==> src/rtl/reg_block_transfer_if.sv <==
// reg_block_transfer_if: command, register-file and memory signals of the block-transfer engine
interface reg_block_transfer_if;
    logic        start;
    logic        is_load;
    logic [8:0]  reg_list;
    logic [31:0] base_addr;
    logic        writeback;
    logic [3:0]  base_reg;
    logic [3:0]  rf_read_addr;
    logic [31:0] rf_read_data;
    logic        rf_write_en;
    logic [3:0]  rf_write_addr;
    logic [31:0] rf_write_data;
    logic        mem_req;
    logic        mem_we;
    logic [31:0] mem_addr;
    logic [31:0] mem_wdata;
    logic        mem_ack;
    logic [31:0] mem_rdata;
    logic        busy;
    logic        done;
    modport master (
        input  start, is_load, reg_list, base_addr, writeback, base_reg,
        input  rf_read_data, mem_ack, mem_rdata,
        output rf_read_addr, rf_write_en, rf_write_addr, rf_write_data,
        output mem_req, mem_we, mem_addr, mem_wdata, busy, done
    );
    modport slave (
        output start, is_load, reg_list, base_addr, writeback, base_reg,
        output rf_read_data, mem_ack, mem_rdata,
        input  rf_read_addr, rf_write_en, rf_write_addr, rf_write_data,
        input  mem_req, mem_we, mem_addr, mem_wdata, busy, done
    );
endinterface

==> src/rtl/reg_block_transfer.sv <==
// reg_block_transfer: LDM/STM engine moving r0..r8 to/from consecutive memory words, optional base writeback
module reg_block_transfer #(
    parameter int ADDR_STEP = 4
) (
    input logic                  clk,
    input logic                  reset,
    reg_block_transfer_if.master bus
);
    typedef enum logic [2:0] {IDLE, SCAN, MEM, RFWR, WB, DONE} state_t;
    state_t      state, state_nxt;
    logic        ld, wb_en, mem_we_q, empty;
    logic [8:0]  list;
    logic [31:0] base, rdata_q, mem_addr_q, mem_wdata_q, next_addr;
    logic [3:0]  wb_reg, count, idx, low_idx;
    logic [15:0] list_ext;
    assign list_ext  = {7'd0, bus.reg_list};
    assign next_addr = base + 32'(ADDR_STEP) * 32'(count);
    assign empty     = list == 9'd0;
    assign bus.mem_we    = mem_we_q;
    assign bus.mem_addr  = mem_addr_q;
    assign bus.mem_wdata = mem_wdata_q;
    always_comb begin
        low_idx = 4'd0;
        for (int i = 8; i >= 0; i--)
            if (list[i]) low_idx = 4'(i);
    end
    always_ff @(posedge clk or posedge reset)
        if (reset) state <= IDLE;
        else       state <= state_nxt;
    always_comb begin
        state_nxt = state;
        case (state)
            IDLE:    state_nxt = bus.start ? SCAN : IDLE;
            SCAN:    state_nxt = !empty ? MEM : (wb_en && count != 4'd0) ? WB : DONE;
            MEM:     state_nxt = !bus.mem_ack ? MEM : ld ? RFWR : SCAN;
            RFWR:    state_nxt = SCAN;
            WB:      state_nxt = DONE;
            DONE:    state_nxt = IDLE;
            default: state_nxt = IDLE;
        endcase
    end
    always_comb begin
        bus.busy          = state != IDLE;
        bus.done          = state == DONE;
        bus.mem_req       = state == MEM;
        bus.rf_read_addr  = state == SCAN ? low_idx : 4'd0;
        bus.rf_write_en   = state == RFWR || state == WB;
        bus.rf_write_addr = state == RFWR ? idx : state == WB ? wb_reg : 4'd0;
        bus.rf_write_data = state == RFWR ? rdata_q : state == WB ? next_addr : 32'd0;
    end
    // writeback suppression is resolved once at start: PC is read-only, a loaded base register wins
    always_ff @(posedge clk or posedge reset)
        if (reset) begin
            ld          <= 1'b0;
            wb_en       <= 1'b0;
            list        <= 9'd0;
            base        <= 32'd0;
            wb_reg      <= 4'd0;
            count       <= 4'd0;
            idx         <= 4'd0;
            rdata_q     <= 32'd0;
            mem_we_q    <= 1'b0;
            mem_addr_q  <= 32'd0;
            mem_wdata_q <= 32'd0;
        end else begin
            if (state == IDLE && bus.start) begin
                ld     <= bus.is_load;
                list   <= bus.reg_list;
                base   <= bus.base_addr;
                wb_reg <= bus.base_reg;
                count  <= 4'd0;
                wb_en  <= bus.writeback && bus.base_reg != 4'd9 && !(bus.is_load && list_ext[bus.base_reg]);
            end
            if (state == SCAN && !empty) begin
                idx         <= low_idx;
                mem_addr_q  <= next_addr;
                mem_we_q    <= ~ld;
                mem_wdata_q <= ld ? 32'd0 : bus.rf_read_data;
            end
            if (state == MEM && bus.mem_ack) begin
                list  <= list & ~(9'd1 << idx);
                count <= count + 4'd1;
                if (ld) rdata_q <= bus.mem_rdata;
            end
        end
endmodule

==> src/flat_wrapper.sv <==
// flat-port wrapper written by rule: the top's interface ports become plain ports
module reg_block_transfer_flat 
#(
    parameter int ADDR_STEP = 4
)
  (clk, reset, bus_start, bus_is_load, bus_reg_list, bus_base_addr, bus_writeback, bus_base_reg, bus_rf_read_data, bus_mem_ack, bus_mem_rdata, bus_rf_read_addr, bus_rf_write_en, bus_rf_write_addr, bus_rf_write_data, bus_mem_req, bus_mem_we, bus_mem_addr, bus_mem_wdata, bus_busy, bus_done);
  reg_block_transfer_if bus_i ();
  input logic clk;
  input logic reset;
  input wire logic [$bits(bus_i.start)-1:0] bus_start;
  input wire logic [$bits(bus_i.is_load)-1:0] bus_is_load;
  input wire logic [$bits(bus_i.reg_list)-1:0] bus_reg_list;
  input wire logic [$bits(bus_i.base_addr)-1:0] bus_base_addr;
  input wire logic [$bits(bus_i.writeback)-1:0] bus_writeback;
  input wire logic [$bits(bus_i.base_reg)-1:0] bus_base_reg;
  input wire logic [$bits(bus_i.rf_read_data)-1:0] bus_rf_read_data;
  input wire logic [$bits(bus_i.mem_ack)-1:0] bus_mem_ack;
  input wire logic [$bits(bus_i.mem_rdata)-1:0] bus_mem_rdata;
  output wire logic [$bits(bus_i.rf_read_addr)-1:0] bus_rf_read_addr;
  output wire logic [$bits(bus_i.rf_write_en)-1:0] bus_rf_write_en;
  output wire logic [$bits(bus_i.rf_write_addr)-1:0] bus_rf_write_addr;
  output wire logic [$bits(bus_i.rf_write_data)-1:0] bus_rf_write_data;
  output wire logic [$bits(bus_i.mem_req)-1:0] bus_mem_req;
  output wire logic [$bits(bus_i.mem_we)-1:0] bus_mem_we;
  output wire logic [$bits(bus_i.mem_addr)-1:0] bus_mem_addr;
  output wire logic [$bits(bus_i.mem_wdata)-1:0] bus_mem_wdata;
  output wire logic [$bits(bus_i.busy)-1:0] bus_busy;
  output wire logic [$bits(bus_i.done)-1:0] bus_done;
  assign bus_i.start = bus_start;
  assign bus_i.is_load = bus_is_load;
  assign bus_i.reg_list = bus_reg_list;
  assign bus_i.base_addr = bus_base_addr;
  assign bus_i.writeback = bus_writeback;
  assign bus_i.base_reg = bus_base_reg;
  assign bus_i.rf_read_data = bus_rf_read_data;
  assign bus_i.mem_ack = bus_mem_ack;
  assign bus_i.mem_rdata = bus_mem_rdata;
  assign bus_rf_read_addr = bus_i.rf_read_addr;
  assign bus_rf_write_en = bus_i.rf_write_en;
  assign bus_rf_write_addr = bus_i.rf_write_addr;
  assign bus_rf_write_data = bus_i.rf_write_data;
  assign bus_mem_req = bus_i.mem_req;
  assign bus_mem_we = bus_i.mem_we;
  assign bus_mem_addr = bus_i.mem_addr;
  assign bus_mem_wdata = bus_i.mem_wdata;
  assign bus_busy = bus_i.busy;
  assign bus_done = bus_i.done;
  reg_block_transfer #(.ADDR_STEP(ADDR_STEP)) u_core (.clk(clk), .reset(reset), .bus(bus_i));
endmodule
==> config.mk <==
export PLATFORM = sky130hd
export DESIGN_NAME = reg_block_transfer_flat
export DESIGN_NICKNAME = d
export VERILOG_FILES = /design/src/rtl/reg_block_transfer_if.sv /design/src/rtl/reg_block_transfer.sv /design/src/flat_wrapper.sv
export SDC_FILE = /design/constraint.sdc
export NUM_CORES = 1
export LEC_CHECK = 0
export BUFFER_PORTS_ARGS = -buffer_cell sky130_fd_sc_hd__buf_2
export CAP_MARGIN = 20
export CORE_MARGIN = 5
export CORE_UTILIZATION = 52
export DETAILED_ROUTE_END_ITERATION = 10
export PLACE_DENSITY = 0.86
export SYNTH_ARGS = -nofsm -noshare
export SYNTH_HDL_FRONTEND = slang
export SYNTH_SLANG_ARGS = --single-unit
==> constraint.sdc <==
create_clock -name clk -period 5.95 [get_ports clk]
set_input_delay 1.19 -clock clk [delete_from_list [all_inputs] [get_ports clk]]
set_output_delay 1.19 -clock clk [all_outputs]
set_load 0.01 [all_outputs]
After elaboration in Yosys (flattened, before gate mapping):

Index checks and enable logic that the tools add are counted.

* register bits: 155
* memories kept: 0
* word-level logic and storage cells: 68
* latch bits: 0
* bits of input ports: 115
* output and inout port bits: 109
* memory bits (writable): 0
* bits in read-only memories: 0

* bitwise logic cells: 3
* equality and inequality tests: 6
* div/mod/pow operators: 0
* mux-type cells: 27
* add/subtract/negate cells: 2
* shifts and indexed selects: 1
* reduce and logical (&&, ||, !) cells: 16
* multipliers: 0
* $lt $le $gt $ge: 1

Operators with widths (count)
* two-way mux 32 bit: 3
* two-way mux 4 bit: 14
* adder 32 x 6 -> 32 bit: 1
* two-way mux 9 bit: 2
* one-hot mux 3 bit (5 select lines): 1
* bitwise AND 9 bit: 1
* logical NOT 9 bit: 1
* NOT 9 bit: 1
* left shift 1 x 4 -> 9 bit (first input constant): 1
* logical AND 1 bit: 7
* equality test 3 x 2 -> 1 bit (second input constant): 2
* equality test 3 bit (second input constant): 2
* two-way mux 3 bit: 2
* less-than comparator 4 x 5 -> 1 bit (second input constant): 1
* adder 4 x 1 -> 4 bit (second input constant): 1
* binary-select mux 1 bit (select 4 bit): 1
* inequality test 4 bit (second input constant): 1
* nonzero test 4 bit: 1
* equality test 3 x 1 -> 1 bit (second input constant): 1
* logical NOT 3 bit: 1
* two-way mux 1 bit: 3
* nonzero test 3 bit: 1
* logical NOT 1 bit: 2
* two-way mux 2 bit: 1
* other kinds (4): 4

Longest topological paths before layout:

Gate-level depths: netlist of run 1.

* depth in word-level cells: 10
* depth in mapped cells: 9
* gate-level depth less buffers: 7

Worst setup path after synthesis of run 1:

OpenSTA, ideal clock, no wires.

* kind: reg-to-output
* from: reg u_core.count[0]
* to: out bus_rf_write_data[16]
* path buffers: 1
* cell stages (with the launch flop): 9
* path slack: 2.580 ns
* data required time: 4.760 ns
* arrival time: 2.180 ns
* cells stage by stage: dfrtp_1 > ha_1 > fa_1 > a21o_1 > a21oi_1 > buf_2 > nor3_1 > xnor2_1 > o21ai_0

* cells in the longest elaborated chain, start to end: 3

RTL lines
* from (decl): line reg_block_transfer.sv:14 `logic [3:0] wb_reg, count, idx, low_idx;`
* from (signal assigned): line reg_block_transfer.sv:82 `count <= count + 4'd1;`
* adder 32 x 6 -> 32 bit: line reg_block_transfer.sv:17 `assign next_addr = base + 32'(ADDR_STEP) * 32'(count);`
* two-way mux 32 bit (2 in series): line reg_block_transfer.sv:49 `bus.rf_write_data = state == RFWR ? rdata_q : state == WB ? next_addr : 32'd0;`
* to (decl): line flat_wrapper.sv:22 `output wire logic [$bits(bus_i.rf_write_data)-1:0] bus_rf_write_data;`

Every way passes these cells.

Worst setup path after layout of run 1:

* from: reg u_core.count[0]
* to: out bus_rf_write_data[22]

Same word-level chain as after synthesis.

==> results of run 1 <==
-- report_power, final --
part / total (uW) / internal (uW) / leakage [uW] / switching, uW
clock network: 1060 / 636 / 0.000286 / 424
logic: 1720 / 705 / 0.00246 / 1020
registers: 1900 / 1530 / 0.00195 / 373
total: 4680 / 2870 / 0.00469 / 1810
-- placed cells by master (no fill, tap or decap), drive strengths merged, types with 2 or more instances in the layout --
master  Yosys  routed
nor3        7       7
mux2       32      32
and3b       2       2
nor4b       3       3
mux4        2       2
and2        3       3
a22o        8       8
o21ai      68      68
clkinv      0       7
xnor2      19      19
inv        11      12
a21oi       7       7
nand4       5       5
o311ai      3       3
nand3       9       9
nor2b       2       2
ha          6       6
and3        4       4
nand3b     34      34
nand2     263     263
xor2       10      10
buf        27     228
a21o        5       5
bufinv      0       2
nand2b      2       2
a31o        2       2
and4        3       3
nor4        8       8
o21bai      2       2
a31oi       2       2
or3b        2       2
a311oi      4       4
mux2i       2       2
nor2       21      21
nor3b       4       4
dfrtp     155     155
clkbuf     18      20
-- path summary, 6_finish.rpt --
| check | from | endpoint | slack [ns] | cells past startpoint |
|---|---|---|---|---|
| max | u_core.count[0] | bus_rf_write_data[22] | 1.89 | 9 |
| min | u_core.bus.mem_wdata[8] | u_core.bus.mem_wdata[8] | 0.46 | 2 |
| max reg2reg | u_core.ld | u_core.rdata_q[23] | 3.55 | 2 |
| min reg2reg | u_core.bus.mem_wdata[8] | u_core.bus.mem_wdata[8] | 0.46 | 2 |
| max in group asynchronous | reset | u_core.idx[0] | 3.82 | 3 |
| min in group asynchronous | reset | u_core.base[28] | 0.98 | 2 |
-- layout make-up --
type / count / area share (%)
clock buffer: 20 / 5.027
clock inverter: 11 / 1.308
inverter: 11 / 0.5096
multi-input combinational: 553 / 35.15
sequential: 155 / 42.69
tap: 180 / 2.479
timing repair buffer: 228 / 12.84
-- kinds of logic after synthesis --
kind of cell             count (synthesis)  share of synthesized area (%)
AO/OA/AOI/OAI                          106                          8.788
XOR/XNOR                                29                          3.457
adder cells (fa/ha/maj)                  7                          1.294
buffers and inverters                   56                          3.917
flip-flops                             155                          52.79
multiplexers                            36                          5.790
AND/OR/NAND/NOR                        375                          23.96
-- worst min-delay path, delay by kind of cell, from the launching register on --
| family | cells | cell delay (ns) |
|---|---|---|
| DFF | 1 | 0.33 |
| and+or+nand+nor | 2 | 0.10 |
-- stage by stage --
step / power (uW) / cell area (um2) / util, % / hold slack, ns / std cells
CTS: 4686 / 9065 / 65.31 / 0.4637 / 1157
global route: 5013 / 9085 / 65.45 / 0.4834 / 1158
finish: 4679 / 9085 / 65.45 / 0.4580 / 1158
global placement: 3523 / 8489 / 61.16 / 0.4454 / 1126
detailed placement: 3608 / 8489 / 61.16 / 0.4497 / 1126
floorplan: 3020 / 7347 / - / 0.4435 / 764
-- metal layers --
| metal | wire length (um) | up-vias | global-route usage, % | share of wire, % |
|---|---|---|---|---|
| met5 | 0 | - | 0 | 0 |
| li1 | - | 2965 | - | - |
| met1 | 8061 | 2992 | 31.77 | 41 |
| met3 | 1349 | 42 | 3.902 | 6.9 |
| met2 | 9586 | 254 | 38.96 | 49 |
| met4 | 530 | 0 | 10.38 | 2.7 |
==> flow_metrics.py, run 1 <==
metrics = {
    "run_status": {
        "outcome": "finished, final reports clean",
    },
    "setup_path": {
        "worstPathCellList": "ha_1 > fa_1 > a21o_1 > a21oi_1 > buf_4 > and4bb_2 > xnor2_1 > o21ai_0 > buf_2",
        "max_stage_delay_ns": 0.45,
        "worstPathArrival_ns": 2.87,
        "crit_fanout": 13,
        "worstSetupPathType": "reg2out",
        "cp-start-kind": "flop",
        "path_buf_inv": 2,
        "critPathCaptureType": "primary output",
        "cpLargestDelayFamily": "adder cells",
        "crit_slowest_cell": "dfrtp_1",
        "worstPathRequired_ns": 4.76,
    },
    "yosys": {
        "syn_nets": 886,
        "ys_seq_elements": 155,
        "synth_edf_count": 0,
        "ys.flop_type": "dfrtp_1",
        "yosys-top-cells-area": "dfrtp_1 (53%), nand2_1 (13%), mux2_2 (4.8%)",
        "syn_area_mm2": 0.007347,
        "synth_common_cells": "nand2_1 (262), dfrtp_1 (155), o21ai_0 (46)",
        "avgSynthCellArea_um2": 9.617,
        "yosysTopAreaCell": "dfrtp_1",
        "synthDistinctLibCells": 58,
        "synth.most_common_cell": "nand2_1",
        "ys_seq_area_share_pct": 52.79,
        "ys_async_sr_fraction_pct": 100.0,
        "synth_cells": 764,
        "synth_top_area_share_pct": 52.79,
        "yosys_warnings": 0,
    },
    "layout": {
        "drive_gt1_share_pct": 31.80,
        "nFillCells": 1097,
        "n_antenna_cell": 0,
        "syn_to_final_growth_pct": 23.65,
        "final_nets": 1088,
        "multi_input_area_mm2": 0.003193,
        "seqCellArea_mm2": 0.003879,
    },
    "floorplanning": {
        "die_w_um": 128.9,
        "die_y_um": 128.9,
        "die-area_mm2": 0.01661,
        "fp.coreArea_mm2": 0.01388,
        "ios": 224,
        "num_rows": 43,
        "initial_utilization_pct": 52.93,
    },
    "global_routing": {
        "grt_pass1_vias": 6242,
        "grt_pass1_wl_um": 31440,
        "track_usage_pct": 23.92,
        "gr-total-overflow": 0,
        "antenna_found_initial": 0,
        "grt_max_degree": 110,
    },
    "cts": {
        "clkLatencyLatePin_ns": 0.42,
        "root_buffer": "clkbuf_16",
        "numCtsBuffers": 17,
        "cts_tree": "yes",
        "post_cts_buffers": 0,
        "cts_resized": 0,
        "max-clock-path-buffers": 2,
        "htreeDepth": 4,
        "hold_buffers": 0,
        "path_clk_slew_ns": 0.06,
        "cts_sinks": 155,
    },
    "route": {
        "vias": 6253,
        "dr.pass1.iters": 5,
        "drt_iter0_markers": 677,
        "wl_per_cell_um": 16.86,
        "drc": 0,
        "post_drt_via_cell_ratio": 5.400,
        "drt-total-wl_um": 19530,
        "postRouteAntennaNets": 0,
    },
    "power_and_ir_drop": {
        "leakage_uw": 0.004693,
        "ir_drop_mv": 0.2576,
        "power_density_mw_per_mm2": 515.0,
    },
    "timing": {
        "tightestPinTransition_ns": 1.062,
        "timing.final.hold_violations": 0,
        "rsz0062_at_grt": "false",
        "relSlewSlack_pct": 29.21,
        "finalSetupViolations": 0,
        "period_share_pct": 68.22,
        "slew_viol_final": 0,
        "clock.fmax_mhz": 246.4,
        "tns_ns": 0,
        "clock-skew-final_ns": 0.009782,
        "setup_ws_ns": 1.891,
        "fin_crit_ns": 4.059,
    },
    "placement": {
        "portBuffers": 223,
        "post-place-ws_ns": 2.364,
        "dp_hpwl_um": 13250,
        "gp_congestion": 0.8377,
    },
    "flow_run": {
        "maxCapViolations": 0,
    },
    "hold_path": {
        "hold_class": "reg2reg",
    },
}
Power figures use the tool's default switching activity.
==> run 2, diff against run 1 <==
--- a/config.mk
+++ b/config.mk
@@ -5,12 +5,13 @@
 export SDC_FILE = /design/constraint.sdc
 export NUM_CORES = 1
 export LEC_CHECK = 0
+export ABC_AREA = 1
 export BUFFER_PORTS_ARGS = -buffer_cell sky130_fd_sc_hd__buf_2
 export CAP_MARGIN = 20
 export CORE_MARGIN = 5
-export CORE_UTILIZATION = 52
+export CORE_UTILIZATION = 47
 export DETAILED_ROUTE_END_ITERATION = 10
-export PLACE_DENSITY = 0.86
+export PLACE_DENSITY = 0.81
 export SYNTH_ARGS = -nofsm -noshare
 export SYNTH_HDL_FRONTEND = slang
 export SYNTH_SLANG_ARGS = --single-unit
==> constraint.sdc (replaced) <==
create_clock -name clk -period 3.45 [get_ports clk]
set_input_delay 0.69 -clock clk [delete_from_list [all_inputs] [get_ports clk]]
set_output_delay 0.69 -clock clk [all_outputs]
set_load 0.01 [all_outputs]
==> flow_metrics.py, run 2 <==
metrics = {
    "timing": {
        "tns_ns": 0,
        "fin_crit_ns": 3.218,
        "finalSetupViolations": 0,
        "slew_viol_final": 0,
        "timing.final.hold_violations": 0,
        "tightestPinTransition_ns": 0.9753,
        "rsz0062_at_grt": "false",
        "setup_ws_ns": 0.2321,
        "clock-skew-final_ns": 0.009894,
        "hold_slack_ns": 0.4606,
        "period_share_pct": 93.27,
        "relSlewSlack_pct": 34.91,
        "clock.fmax_mhz": 310.8,
    },
    "setup_path": {
        "cp-start-kind": "flop",
        "cpMostUsedCell": "nand2_1",
        "worstPathCellList": "ha_1 > fa_1 > nand2_1 > nand2_1 > nand3_1 > nor2_2 > xor2_1 > nand2_1 > nand2_1 > buf_2",
        "crit_fanout": 4,
        "path_buf_inv": 1,
        "worstPathArrival_ns": 2.53,
        "worstSetupPathType": "reg2out",
        "critPathCaptureType": "primary output",
        "crit_slowest_cell": "fa_1",
        "worstPathRequired_ns": 2.76,
        "max_stage_delay_ns": 0.43,
        "cpLargestDelayFamily": "adder cells",
    },
    "yosys": {
        "ys_seq_area_share_pct": 49.62,
        "yosys_warnings": 0,
        "ys_async_sr_fraction_pct": 100.0,
        "ys.flop_type": "dfrtp_1",
        "yosysTopAreaCell": "dfrtp_1",
        "synth_edf_count": 0,
        "synthDistinctLibCells": 39,
        "synth_cells": 998,
        "yosys-top-cells-area": "dfrtp_1 (50%), nand2_1 (19%), o21ai_0 (4.9%)",
        "synth_common_cells": "nand2_1 (397), dfrtp_1 (155), inv_1 (96)",
        "synth_top_area_share_pct": 49.62,
        "avgSynthCellArea_um2": 7.832,
        "synth.most_common_cell": "nand2_1",
        "syn_nets": 1120,
        "ys_seq_elements": 155,
        "syn_area_mm2": 0.007816,
    },
    "route": {
        "postRouteAntennaNets": 0,
        "dr.pass1.iters": 5,
        "drc": 0,
        "drt-total-wl_um": 23470,
        "post_drt_via_cell_ratio": 5.132,
        "vias": 7405,
        "drt_iter0_markers": 814,
        "wl_per_cell_um": 16.27,
    },
    "layout": {
        "final_common_cell": "nand2_1",
        "mostFrequentLayoutCells": "nand2_1 (397), buf_2 (223), dfrtp_1 (155)",
        "final_nets": 1332,
        "drive_gt1_share_pct": 24.53,
        "syn_to_final_growth_pct": 23.28,
        "n_antenna_cell": 0,
        "fin_util_pct": 58.52,
    },
    "floorplanning": {
        "fp.coreArea_mm2": 0.01647,
        "initial_utilization_pct": 47.47,
        "ios": 224,
        "die-area_mm2": 0.01931,
        "num_rows": 47,
        "die_y_um": 139.0,
        "die_w_um": 139.0,
    },
    "cts": {
        "cts_tree": "yes",
        "cts_resized": 0,
        "path_clk_slew_ns": 0.06,
        "root_buffer": "clkbuf_16",
        "htreeDepth": 4,
        "cts_sinks": 155,
        "post_cts_buffers": 0,
        "max-clock-path-buffers": 2,
        "clkLatencyLatePin_ns": 0.43,
        "numCtsBuffers": 17,
        "hold_buffers": 0,
    },
    "power_and_ir_drop": {
        "leakage_uw": 0.005254,
        "power_density_mw_per_mm2": 878.2,
        "ir_drop_mv": 0.3691,
        "power_uw": 8462,
    },
    "placement": {
        "portBuffers": 223,
        "dp_hpwl_um": 17510,
        "gp_congestion": 1.012,
        "post-place-ws_ns": 0.7183,
    },
    "global_routing": {
        "antenna_found_initial": 0,
        "gr-total-overflow": 0,
        "grt_pass1_vias": 7192,
        "track_usage_pct": 24.34,
        "grt_pass1_wl_um": 37880,
        "grt_max_degree": 156,
    },
    "hold_path": {
        "hold_class": "in2reg",
    },
    "run_status": {
        "outcome": "finished, final reports clean",
    },
    "flow_run": {
        "maxCapViolations": 0,
    },
}
[run 2: cell count changes after synthesis, sizes merged, moves of 5 or more]
cell    delta
nand2    +136
inv       +90
nor2      +53
nand3     +34
nand3b    -34
o21ai     +34
xnor2     -17
mux2      -14
a21oi     +10
o22ai     +10
a22o       -8
clkbuf     -8
nor4       -7
a21o       -5
[run 2: logic make-up (layout without fill, tap and decap cells)]
logic type / Yosys count / after routing / share of synthesized area, %
fa+ha+maj: 7 / 7 / 1.217
compound gates: 138 / 138 / 9.461
flops: 155 / 155 / 49.62
xor+xnor: 12 / 12 / 1.345
mux: 19 / 19 / 3.250
buf+inv: 138 / 363 / 8.020
simple gates: 529 / 529 / 27.09
[run 2: worst register-to-register path, stage by stage, from the launching register on]
cell     delay [ns]
dfrtp_1        0.40
nor2_2         0.16
nand3_1        0.16
nor2_2         0.20
nand2_1        0.12
nand2_4        0.22
buf_4          0.47
o21ai_0        0.18
[run 2: path summary, 6_finish.rpt]
kind | start | to | slack, ns | depth (start not counted)
max reg2reg | u_core.list[6] | u_core.idx[1] | 1.41 | 7
min | bus_base_addr[11] | u_core.base[11] | 0.46 | 3
max in group asynchronous | reset | u_core.bus.mem_addr[30] | 2.35 | 3
min in group asynchronous | reset | u_core.bus.mem_wdata[22] | 0.49 | 3
max | u_core.count[0] | bus_rf_write_data[16] | 0.23 | 10
min reg2reg | u_core.bus.mem_addr[16] | u_core.bus.mem_addr[16] | 0.48 | 2
[run 2: power by group]
group	switching, uW	total (uW)	internal [uW]
Sequential	583	3210	2630
Combinational	2180	3350	1170
Clock	798	1900	1100
[run 2: metrics by stage]
step / area, um2 / std cells
6_report: 9635 / 1443
5_1_grt: 9635 / 1443
4_1_cts: 9635 / 1443
3_5_place_dp: 9037 / 1411
3_3_place_gp: 9037 / 1411
2_1_floorplan: 7820 / 998
[run 2: per-layer routing]
metal | vias to the layer above | GRT usage (%) | share of wire [%]
li1 | 3567 | - | -
met1 | 3464 | 33.56 | 43
met2 | 342 | 38.46 | 46
met3 | 32 | 6.345 | 9.3
met4 | 0 | 6.591 | 1.7
met5 | - | 0 | 0
[run 2: cell type report]
class	count	area, um2
sequential	155	3879
inverter	102	386.6
multi-input combinational	705	3323
fill	1452	6830
clock inverter	14	158.9
clock buffer	18	439.2
timing repair buffer	229	1174
tap	220	275.3
==> run 3, diff against run 2 <==
--- a/config.mk
+++ b/config.mk
@@ -8,10 +8,9 @@
 export ABC_AREA = 1
 export BUFFER_PORTS_ARGS = -buffer_cell sky130_fd_sc_hd__buf_2
 export CAP_MARGIN = 20
-export CORE_MARGIN = 5
-export CORE_UTILIZATION = 47
+export CORE_UTILIZATION = 53
 export DETAILED_ROUTE_END_ITERATION = 10
-export PLACE_DENSITY = 0.81
+export PLACE_DENSITY = 0.86
 export SYNTH_ARGS = -nofsm -noshare
 export SYNTH_HDL_FRONTEND = slang
 export SYNTH_SLANG_ARGS = --single-unit
==> constraint.sdc (replaced) <==
create_clock -name clk -period 3.4 [get_ports clk]
set_input_delay 0.68 -clock clk [delete_from_list [all_inputs] [get_ports clk]]
set_output_delay 0.68 -clock clk [all_outputs]
set_load 0.01 [all_outputs]
==> flow_metrics.py, run 3 (synthesized netlist as in run 2, its figures left out) <==
metrics = {
    "timing": {
        "tightestPinTransition_ns": 0.9301,
        "rsz0062_at_grt": "false",
        "period_share_pct": 94.67,
        "finalSetupViolations": 0,
        "relSlewSlack_pct": 37.92,
        "clock-skew-final_ns": 0.01061,
        "setup_ws_ns": 0.1813,
        "timing.final.hold_violations": 0,
        "tns_ns": 0,
        "hold_slack_ns": 0.3131,
        "clock.fmax_mhz": 310.7,
        "slew_viol_final": 0,
        "fin_crit_ns": 3.219,
    },
    "setup_path": {
        "worstPathCellList": "ha_1 > fa_1 > nand2_1 > nand2_1 > nand3_1 > nor2_2 > xor2_1 > nand2_1 > nand2_1 > buf_2",
        "worstPathRequired_ns": 2.72,
        "max_stage_delay_ns": 0.43,
        "r2r-start": "u_core.list[3]",
        "cp-start-kind": "flop",
        "path_buf_inv": 1,
        "crit_start": "u_core.count[0]",
        "cpLargestDelayFamily": "adder cells",
        "worstPathArrival_ns": 2.54,
        "critPathCaptureType": "primary output",
        "crit_fanout": 4,
        "cpMostUsedCell": "nand2_1",
        "crit_slowest_cell": "fa_1",
        "worstSetupPathType": "reg2out",
    },
    "route": {
        "drc": 0,
        "drt_iter0_markers": 698,
        "vias": 7506,
        "postRouteAntennaNets": 0,
        "post_drt_via_cell_ratio": 5.331,
        "dr.pass1.iters": 5,
        "wl_per_cell_um": 16.08,
        "drt-total-wl_um": 22640,
    },
    "power_and_ir_drop": {
        "ir_drop_mv": 0.4501,
        "leakage_uw": 0.005238,
        "power_density_mw_per_mm2": 883.0,
        "power_uw": 8454,
    },
    "cts": {
        "root_buffer": "clkbuf_16",
        "cts_tree": "yes",
        "post_cts_buffers": 0,
        "path_clk_slew_ns": 0.07,
        "cts_resized": 0,
        "clkLatencyLatePin_ns": 0.43,
        "cts_sinks": 155,
        "max-clock-path-buffers": 2,
        "numCtsBuffers": 17,
        "hold_buffers": 0,
        "htreeDepth": 4,
    },
    "layout": {
        "mostFrequentLayoutCells": "nand2_1 (397), buf_2 (223), dfrtp_1 (155)",
        "n_antenna_cell": 0,
        "syn_to_final_growth_pct": 22.49,
        "drive_gt1_share_pct": 24.51,
        "final_common_cell": "nand2_1",
        "final_nets": 1334,
    },
    "global_routing": {
        "grt_pass1_vias": 6769,
        "gr-total-overflow": 0,
        "grt_pass1_wl_um": 34000,
        "antenna_found_initial": 0,
        "track_usage_pct": 29.81,
        "grt_max_degree": 66,
    },
    "floorplanning": {
        "die-area_mm2": 0.01524,
        "die_w_um": 123.4,
        "fp.coreArea_mm2": 0.01448,
        "die_y_um": 123.4,
        "ios": 224,
        "initial_utilization_pct": 53.98,
        "num_rows": 44,
    },
    "hold_path": {
        "hold_class": "in2async",
    },
    "placement": {
        "dp_hpwl_um": 16810,
        "gp_congestion": 0.9903,
        "portBuffers": 223,
        "post-place-ws_ns": 0.6674,
    },
    "run_status": {
        "outcome": "finished, final reports clean",
    },
    "flow_run": {
        "maxCapViolations": 0,
    },
}
## run 3: changes by cell type in the layout (fill, tap and decap cells not counted)
cell,change
clkinvlp_4,+3
buf_4,+1
inv_6,-6
clkbuf_1,+1
clkbuf_8,+1
inv_8,-1
clkinv_2,+2
bufinv_16,-1
buf_12,+1
## run 3: final timing paths
check / to / slack (ns) / cells past startpoint
worst min register to register: u_core.bus.mem_addr[17] / 0.47 / 2
worst max register to register: u_core.bus.mem_addr[0] / 1.03 / 8
max in group asynchronous: u_core.base[24] / 2.33 / 3
worst max-delay path: bus_rf_write_data[16] / 0.18 / 10
min in group clk: u_core.base[11] / 0.44 / 3
worst min-delay path: u_core.base[14] / 0.31 / 2
## run 3: power breakdown
group	switching [uW]	leakage, uW	total, uW	internal, uW
clock network	759	0.000264	1800	1040
registers	593	0.00192	3260	2670
logic	2220	0.00306	3400	1180
## run 3: worst reg2reg max path: stages, from the launching register on
cell     delay (ns)
dfrtp_1        0.37
inv_1          0.14
nand4_1        0.19
nor2_2         0.16
nand2_1        0.12
nand2_4        0.37
buf_4          0.62
nand2_1        0.17
o21ai_1        0.15
## run 3: per-stage QoR
step / instances / instance area, um2 / utilization [%]
after floorplan: 998 / 7820 / -
after global placement: 1377 / 9020 / 62.30
after detailed placement: 1377 / 9020 / 62.30
after CTS: 1408 / 9574 / 66.13
after global routing: 1408 / 9574 / 66.13
final: 1408 / 9574 / 66.13
## run 3: final cells by class
type / count / area (um2)
clock buffer: 20 / 456.7
clock inverter: 11 / 97.59
fill: 1169 / 4905
inverter: 102 / 386.6
multi-input combinational: 705 / 3323
sequential: 155 / 3879
tap: 184 / 230.2
timing repair buffer: 231 / 1201
## run 3: layer usage
layer  vias up  part of all wire, %  GRT usage (%)
met5         -                    0              0
met4         0                  2.9          12.73
met3        43                  9.0          7.057
met2       366                   46          47.49
met1      3535                   42          38.90
li1       3562                    -              -
